**src/rtl/snake_pkg.sv**
```systemverilog
// rtl/snake_pkg.sv - shared types and constants for the snake game sequencer
//
// Purpose: direction and FSM state encodings, the opposite-direction helper
//          and the reset pose of the snake.
// Ports:   none (package)
package snake_pkg;

    typedef enum logic [1:0] {
        DIR_UP    = 2'd0,
        DIR_DOWN  = 2'd1,
        DIR_LEFT  = 2'd2,
        DIR_RIGHT = 2'd3
    } dir_t;

    // FSM encoding kept as plain constants so legacy code can compare raw bits.
    typedef logic [1:0] state_t;
    localparam state_t ST_IDLE = 2'd0;
    localparam state_t ST_RUN  = 2'd1;
    localparam state_t ST_DEAD = 2'd2;

    // Reset pose: horizontal snake, head at (35,32), body trailing to the left.
    localparam int   RST_HEAD_X = 35;
    localparam int   RST_HEAD_Y = 32;
    localparam dir_t RST_DIR    = DIR_RIGHT;
    localparam int   NUM_SEGS   = 4;

    function automatic dir_t dir_opposite(input dir_t d);
        case (d)
            DIR_UP:   return DIR_DOWN;
            DIR_DOWN: return DIR_UP;
            DIR_LEFT: return DIR_RIGHT;
            default:  return DIR_LEFT;
        endcase
    endfunction

endpackage

```
**src/rtl/snake_dir_fifo.sv**
```systemverilog
// rtl/snake_dir_fifo.sv - 2-entry direction request buffer with push filtering
//
// Purpose: queues up to two direction requests between movement steps.
//          A request equal or opposite to the reference direction (newest
//          buffered entry, else cur_dir) is dropped, as is any request while
//          full. A push in the same cycle as a pop is applied first, so an
//          empty buffer can hand the new request straight to the pop.
// Ports:   clk, rst_n      clock, async active-low reset
//          clear           empty the buffer (wins over push/pop)
//          push, push_dir  request strobe and its direction
//          cur_dir         direction currently being travelled
//          pop             take the oldest entry this cycle
//          pop_valid       an entry is being taken this cycle
//          pop_dir         the entry being taken
module snake_dir_fifo
    import snake_pkg::*;
(
    input  logic clk,
    input  logic rst_n,
    input  logic clear,
    input  logic push,
    input  dir_t push_dir,
    input  dir_t cur_dir,
    input  logic pop,
    output logic pop_valid,
    output dir_t pop_dir
);

    dir_t       q0, q1;
    logic [1:0] count;

    dir_t       ref_dir;
    logic       accept;
    dir_t       a0, a1, n0, n1;
    logic [1:0] acnt, ncnt;

    always_comb begin
        if (count == 2'd2)
            ref_dir = q1;
        else if (count == 2'd1)
            ref_dir = q0;
        else
            ref_dir = cur_dir;

        accept = push && (count != 2'd2) &&
                 (push_dir != ref_dir) && (push_dir != dir_opposite(ref_dir));

        // state after the push
        a0   = q0;
        a1   = q1;
        acnt = count;
        if (accept) begin
            if (count == 2'd0)
                a0 = push_dir;
            else
                a1 = push_dir;
            acnt = count + 2'd1;
        end

        // then the pop
        pop_valid = pop && (acnt != 2'd0);
        pop_dir   = a0;
        n0   = a0;
        n1   = a1;
        ncnt = acnt;
        if (pop_valid) begin
            n0   = a1;
            ncnt = acnt - 2'd1;
        end
        if (clear)
            ncnt = 2'd0;
    end

    always_ff @(posedge clk or negedge rst_n) begin
        if (!rst_n) begin
            q0    <= RST_DIR;
            q1    <= RST_DIR;
            count <= 2'd0;
        end else begin
            q0    <= n0;
            q1    <= n1;
            count <= ncnt;
        end
    end

endmodule

```
**src/rtl/snake_move_ctrl.sv**
```systemverilog
// rtl/snake_move_ctrl.sv - snake game-logic sequencer (movement, FSM, blanking)
//
// Purpose: paces movement with a free-running frame tick, buffers button
//          direction requests, shifts the four segment coordinates and runs
//          the IDLE/RUN/DEAD game flow including the death blink.
// Config:  SNAKE_WRAP_EN defined   -> coordinates wrap, no wall death
//          SNAKE_WRAP_EN undefined -> leaving the grid sends the FSM to DEAD
// Ports:   clk, rst_n                    clock, async active-low reset
//          start                         begin / restart a game (pulse)
//          btn_up/down/left/right        direction request pulses
//          px1..px4, py1..py4            segment coordinates, 1 = head
//          all_black                     blank-screen request
//          game_over                     high while in DEAD
//          tick                          one-cycle pulse per movement step
module snake_move_ctrl
    import snake_pkg::*;
#(
    parameter int TICK_DIV    = 10000000,
    parameter int BLINK_TICKS = 6,
    parameter int COORD_W     = 6
) (
    input  logic               clk,
    input  logic               rst_n,
    input  logic               start,
    input  logic               btn_up,
    input  logic               btn_down,
    input  logic               btn_left,
    input  logic               btn_right,
    output logic [COORD_W-1:0] px1,
    output logic [COORD_W-1:0] px2,
    output logic [COORD_W-1:0] px3,
    output logic [COORD_W-1:0] px4,
    output logic [COORD_W-1:0] py1,
    output logic [COORD_W-1:0] py2,
    output logic [COORD_W-1:0] py3,
    output logic [COORD_W-1:0] py4,
    output logic               all_black,
    output logic               game_over,
    output logic               tick
);

    localparam int CNT_W = $clog2(TICK_DIV);
    localparam int BLK_W = (BLINK_TICKS > 0) ? $clog2(BLINK_TICKS + 1) : 1;
    localparam logic [CNT_W-1:0] CNT_LAST = CNT_W'(TICK_DIV - 1);
    localparam logic [COORD_W-1:0] C_ONE  = COORD_W'(1);

    logic [CNT_W-1:0]   cnt;
    state_t             state;
    dir_t               cur_dir;
    logic [BLK_W-1:0]   blink_cnt;
    logic [COORD_W-1:0] seg_x [1:NUM_SEGS];
    logic [COORD_W-1:0] seg_y [1:NUM_SEGS];

    logic               req_valid;
    dir_t               req_dir;
    logic               fifo_clear;
    logic               step_en;
    logic               pop_valid;
    dir_t               pop_dir;
    dir_t               move_dir;
    logic [COORD_W-1:0] new_x, new_y;
    logic               wall_hit;

    assign tick      = (cnt == CNT_LAST);
    assign game_over = (state == ST_DEAD);

    assign px1 = seg_x[1];
    assign px2 = seg_x[2];
    assign px3 = seg_x[3];
    assign px4 = seg_x[4];
    assign py1 = seg_y[1];
    assign py2 = seg_y[2];
    assign py3 = seg_y[3];
    assign py4 = seg_y[4];

    // start outranks both the tick and any button in the same cycle.
    assign step_en    = (state == ST_RUN) && tick && !start;
    assign fifo_clear = start || (state != ST_RUN);

    always_comb begin
        req_valid = (state == ST_RUN) && !start &&
                    (btn_up || btn_down || btn_left || btn_right);
        if (btn_up)
            req_dir = DIR_UP;
        else if (btn_down)
            req_dir = DIR_DOWN;
        else if (btn_left)
            req_dir = DIR_LEFT;
        else
            req_dir = DIR_RIGHT;
    end

    snake_dir_fifo u_dir_fifo (
        .clk       (clk),
        .rst_n     (rst_n),
        .clear     (fifo_clear),
        .push      (req_valid),
        .push_dir  (req_dir),
        .cur_dir   (cur_dir),
        .pop       (step_en),
        .pop_valid (pop_valid),
        .pop_dir   (pop_dir)
    );

    assign move_dir = pop_valid ? pop_dir : cur_dir;

    // Natural COORD_W-bit overflow gives the wrap-around coordinates.
    always_comb begin
        new_x = seg_x[1];
        new_y = seg_y[1];
        case (move_dir)
            DIR_UP:   new_y = seg_y[1] - C_ONE;
            DIR_DOWN: new_y = seg_y[1] + C_ONE;
            DIR_LEFT: new_x = seg_x[1] - C_ONE;
            default:  new_x = seg_x[1] + C_ONE;
        endcase
    end

`ifdef SNAKE_WRAP_EN
    assign wall_hit = 1'b0;
`else
    always_comb begin
        case (move_dir)
            DIR_UP:   wall_hit = (seg_y[1] == '0);
            DIR_DOWN: wall_hit = (seg_y[1] == '1);
            DIR_LEFT: wall_hit = (seg_x[1] == '0);
            default:  wall_hit = (seg_x[1] == '1);
        endcase
    end
`endif

    always_ff @(posedge clk or negedge rst_n) begin
        if (!rst_n) begin
            cnt       <= '0;
            state     <= ST_IDLE;
            cur_dir   <= RST_DIR;
            all_black <= 1'b0;
            blink_cnt <= '0;
            for (int i = 1; i <= NUM_SEGS; i++) begin
                seg_x[i] <= COORD_W'(RST_HEAD_X - (i - 1));
                seg_y[i] <= COORD_W'(RST_HEAD_Y);
            end
        end else begin
            if (start || tick)
                cnt <= '0;
            else
                cnt <= cnt + CNT_W'(1);

            if (start) begin
                // Same restart from every state: reset pose, straight into RUN.
                state     <= ST_RUN;
                cur_dir   <= RST_DIR;
                all_black <= 1'b0;
                blink_cnt <= '0;
                for (int i = 1; i <= NUM_SEGS; i++) begin
                    seg_x[i] <= COORD_W'(RST_HEAD_X - (i - 1));
                    seg_y[i] <= COORD_W'(RST_HEAD_Y);
                end
            end else begin
                case (state)
                    ST_RUN: begin
                        if (step_en) begin
                            cur_dir <= move_dir;
                            if (wall_hit) begin
                                // Segments freeze in the last legal pose.
                                state     <= ST_DEAD;
                                blink_cnt <= BLK_W'(BLINK_TICKS);
                            end else begin
                                for (int i = NUM_SEGS; i > 1; i--) begin
                                    seg_x[i] <= seg_x[i-1];
                                    seg_y[i] <= seg_y[i-1];
                                end
                                seg_x[1] <= new_x;
                                seg_y[1] <= new_y;
                            end
                        end
                    end
                    ST_DEAD: begin
                        if (blink_cnt == '0) begin
                            all_black <= 1'b1;
                        end else if (tick) begin
                            all_black <= ~all_black;
                            blink_cnt <= blink_cnt - BLK_W'(1);
                        end
                    end
                    default: ;
                endcase
            end
        end
    end

endmodule

```
**config.mk**
```make
export PLATFORM = sky130hd
export DESIGN_NAME = snake_move_ctrl
export DESIGN_NICKNAME = d
export VERILOG_FILES = /design/src/rtl/snake_pkg.sv /design/src/rtl/snake_dir_fifo.sv /design/src/rtl/snake_move_ctrl.sv
export SDC_FILE = /design/constraint.sdc
export NUM_CORES = 1
export LEC_CHECK = 0
export CORE_AREA = 3 3 101 103
export CTS_CLUSTER_SIZE = 40
export DETAILED_ROUTE_END_ITERATION = 16
export DIE_AREA = 0 0 104 106
export MAX_ROUTING_LAYER = met4
export PLACE_DENSITY_LB_ADDON = 0.15
export SLEW_MARGIN = 20
export SYNTH_ARGS = -nofsm -noshare
export SYNTH_HDL_FRONTEND = slang
export SYNTH_SLANG_ARGS = --single-unit
export TNS_END_PERCENT = 10
```
**constraint.sdc**
```tcl
create_clock -name clk -period 4.78 [get_ports clk]
set_input_delay 0.717 -clock clk [delete_from_list [all_inputs] [get_ports clk]]
set_output_delay 0.717 -clock clk [all_outputs]
set_load 0.02 [all_outputs]
```
==> results_dict.tcl <==
set metrics [dict create \
    reg2reg_depth 23 \
    clockRootBuffer "clkbuf_8" \
    holdWs_ns 0.386 \
    cp-endpoint "px1[5]" \
    overflow 0 \
    rr_startpoint "u_dir_fifo.count[1]" \
    finalCritPeriodShare_pct 94.2 \
    io_pins 58 \
    route.layer.met1.wl_um 5130 \
    drt_iter0_drc 145 \
    max_stage_delay_ns 0.47 \
    place_congestion 0.939 \
    start_util_pct 50.7 \
    fin_crit_ns 4.50 \
    io_buffers 57 \
    synth.avg_cell_area_um2 9.65 \
    netlist-cell-type-count 64 \
    numCtsBuffers 9 \
    ys.flop_type "dfrtp_1" \
    yosysTopAreaCell "dfrtp_1" \
    syn2layout_area_growth_pct 26.4 \
    max_freq_ghz 0.222 \
    cp_cell_sequence "clkdlybuf4s50_1 > nor2_1 > nor4_4 > nor2_1 > or3_4 > xnor2_1 > ha_2 > nor4b_2 > nand4_1 > a2111oi_4 > nand2_1 > nand2_2 > nand2_1 > inv_1 > ha_1 > a21o_1 > a21oi_2 > o21bai_1 > a21oi_1 > xor2_1 > and4_1 > a21oi_1" \
    synth.area.top_cells "dfrtp_1 (36%), dfstp_2 (10%), nand3_1 (5.0%), a21oi_1 (4.5%), nor2_1 (4.1%)" \
    cap_violations 0 \
    dieArea_um2 11000 \
    ys_ff_latch 86 \
    cts.sink_count 86 \
    synth_common_cells "dfrtp_1 (68), nor2_1 (51), nand3_1 (47), a21oi_1 (42), nand2_1 (27)" \
    top_layer_used "met4" \
    wirelength_um 11000 \
    wl_per_cell_um 15.7 \
    cp-start-kind "input port" \
    cts_max_level 3 \
    grt_pass1_vias 4035 \
    setup_ws_ns 0.276 \
    drive_gt1_share_pct 18.1 \
    dpl.hpwl_um 7350 \
    cp-startpoint "btn_left" \
    cts_buffer_depth 2 \
    wl_met2_um 5430 \
    via_per_inst 5.51 \
    critPathSlowestCell "clkdlybuf4s50_1" \
    end_kind "flop" \
    fp-row-count 35 \
    ys_warn_count 0 \
    relSlewSlack_pct 48.8 \
    wl_met3_um 275 \
    critPathTopFamily "simple AND/OR/NAND/NOR gates" \
    reg2reg_slack_ns 0.33 \
    p_leak_nw 2.52 \
    synth.most_common_cell "dfrtp_1" \
    place_ws_ns -0.284 \
    crit_type "input port to flop" \
    critPathArrivalTime_ns 4.78 \
    power_mw 1.56 \
    regArea_um2 2170 \
    synth-seq-area-share_pct 46.2 \
    syn_inst 488 \
    grt_max_degree 53 \
    yosys.area.top_type_share_pct 36.1 \
    die_w_um 104 \
    ir_drop_v 0.000208 \
    run_status "complete, no violations" \
    worstSkewPairLatency_ns 0.36 \
    drc 0 \
    reg2reg_to "px1[5]" \
    cts_tree "done" \
    antennaDiodeCount 0 \
    core_area_um2 9280 \
    cp_num_buf_inv 2 \
    firstDrtPassIters 6 \
    worstMarginPinSlew_ns 0.749 \
    cp_num_cells 22 \
    grt_pass1_wl_um 19300 \
    maxSlewViolCount 0 \
    worst_ep_required_time_ns 5.06 \
    multi_input_area_um2 2380 \
    finalClockSkew_ns 0.0136 \
    fillers 789 \
    syn_nets 512 \
    min_path_type "input port to asynchronous set/reset pin" \
    clkSlewWorstSetupHoldPaths_ns 0.08 \
    die_h_um 106 \
    antenna_found_initial 0 \
    ctsHoldBuffers 0 \
    hold_viol 0 \
    antenna_left 0 \
    synth_area_um2 4710 \
    crit_fanout 3 \
    setup_viol 0 \
    layout.nets 589 \
    track_usage_pct 21.6 \
    power_density_nw_per_um2 261 \
    synth-edff-count 0 \
    async_flop_share_pct 100 \
    vias 3854 \
]
## metrics by stage
| step | instances | cell area [um^2] | utilization, % | setup TNS [ns] |
|---|---|---|---|---|
| global placement | 682 | 5630 | 60.6 | -0.253 |
| floorplan | 488 | 4710 | - | 0 |
| detailed placement | 682 | 5630 | 60.6 | -0.790 |
| finish | 699 | 5950 | 64.1 | 0 |
| CTS | 698 | 5890 | 63.5 | 0 |
| global route | 699 | 5950 | 64.1 | -0.0172 |
## registers in the layout (all words and copies together), names as in the netlist, 3 cells and up
register / flops
cnt: 24
px1: 6
px2: 6
px3: 6
px4: 6
py1: 6
py2: 6
py3: 6
py4: 6
blink_cnt: 3
## cells in the final DEF (no fill, tap or decap), types with 9 or more instances in the layout
cell and count:
o21ai_1 15, mux2i_1 13, nand2_1 26, dfrtp_1 68, nor3_1 9, inv_1 20
a21oi_1 40, nand3_1 47, buf_4 32, clkbuf_8 10, o21ai_0 20, clkdlybuf4s50_1 53
dfstp_2 18, ha_1 13, xnor2_1 15, nor2_1 51, xor2_1 16
## metal layers
| metal | up-vias | track usage [%] |
|---|---|---|
| li1 | 1865 | - |
| met2 | 65 | 35.9 |
| met1 | 1912 | 27.2 |
| met4 | 0 | 7.22 |
| met3 | 12 | 3.22 |
| met5 | - | - |
## report_power, final
group,leakage (nW),total (mW),internal (mW),switching (mW)
Combinational,1.26,0.164,0.0715,0.0929
Sequential,1.13,0.763,0.752,0.0108
Clock,0.124,0.629,0.364,0.265
## worst min-delay path by stage
stage / startpoint / slack, ns / cells past startpoint / end
after floorplan: rst_n / 0.42 / 0 / all_black
after global placement: cnt[0] / 0.47 / 1 / cnt[0]
after detailed placement: cnt[0] / 0.48 / 1 / cnt[0]
after CTS: rst_n / 0.41 / 1 / u_dir_fifo.count[0]
after global routing: rst_n / 0.42 / 1 / u_dir_fifo.count[0]
final: rst_n / 0.39 / 1 / px4[2]
## layout make-up
| type | count | area share, % |
|---|---|---|
| clock inverters | 5 | 1.81 |
| repair buffers | 93 | 15.1 |
| inverters | 23 | 1.45 |
| well taps | 129 | 2.71 |
| flip-flops and latches | 86 | 36.5 |
| multi-input cells | 352 | 40.0 |
| clock buffers | 11 | 2.38 |
## timing repair
item,CTS,global route
setup endpoints to repair,3,5
pin swaps,3,7
setup buffers,0,1
gates resized for setup,3,12
## cell families after synthesis
logic type	count (synthesis)	share of synthesized area, %
AO/OA/AOI/OAI	104	13.8
XOR/XNOR	31	5.77
adder cells (fa/ha/maj)	17	4.84
buffers and inverters	50	4.65
flip-flops	86	46.2
multiplexers	22	5.05
AND/OR/NAND/NOR	178	19.7
Note: power is estimated with default switching activity, not from simulation.
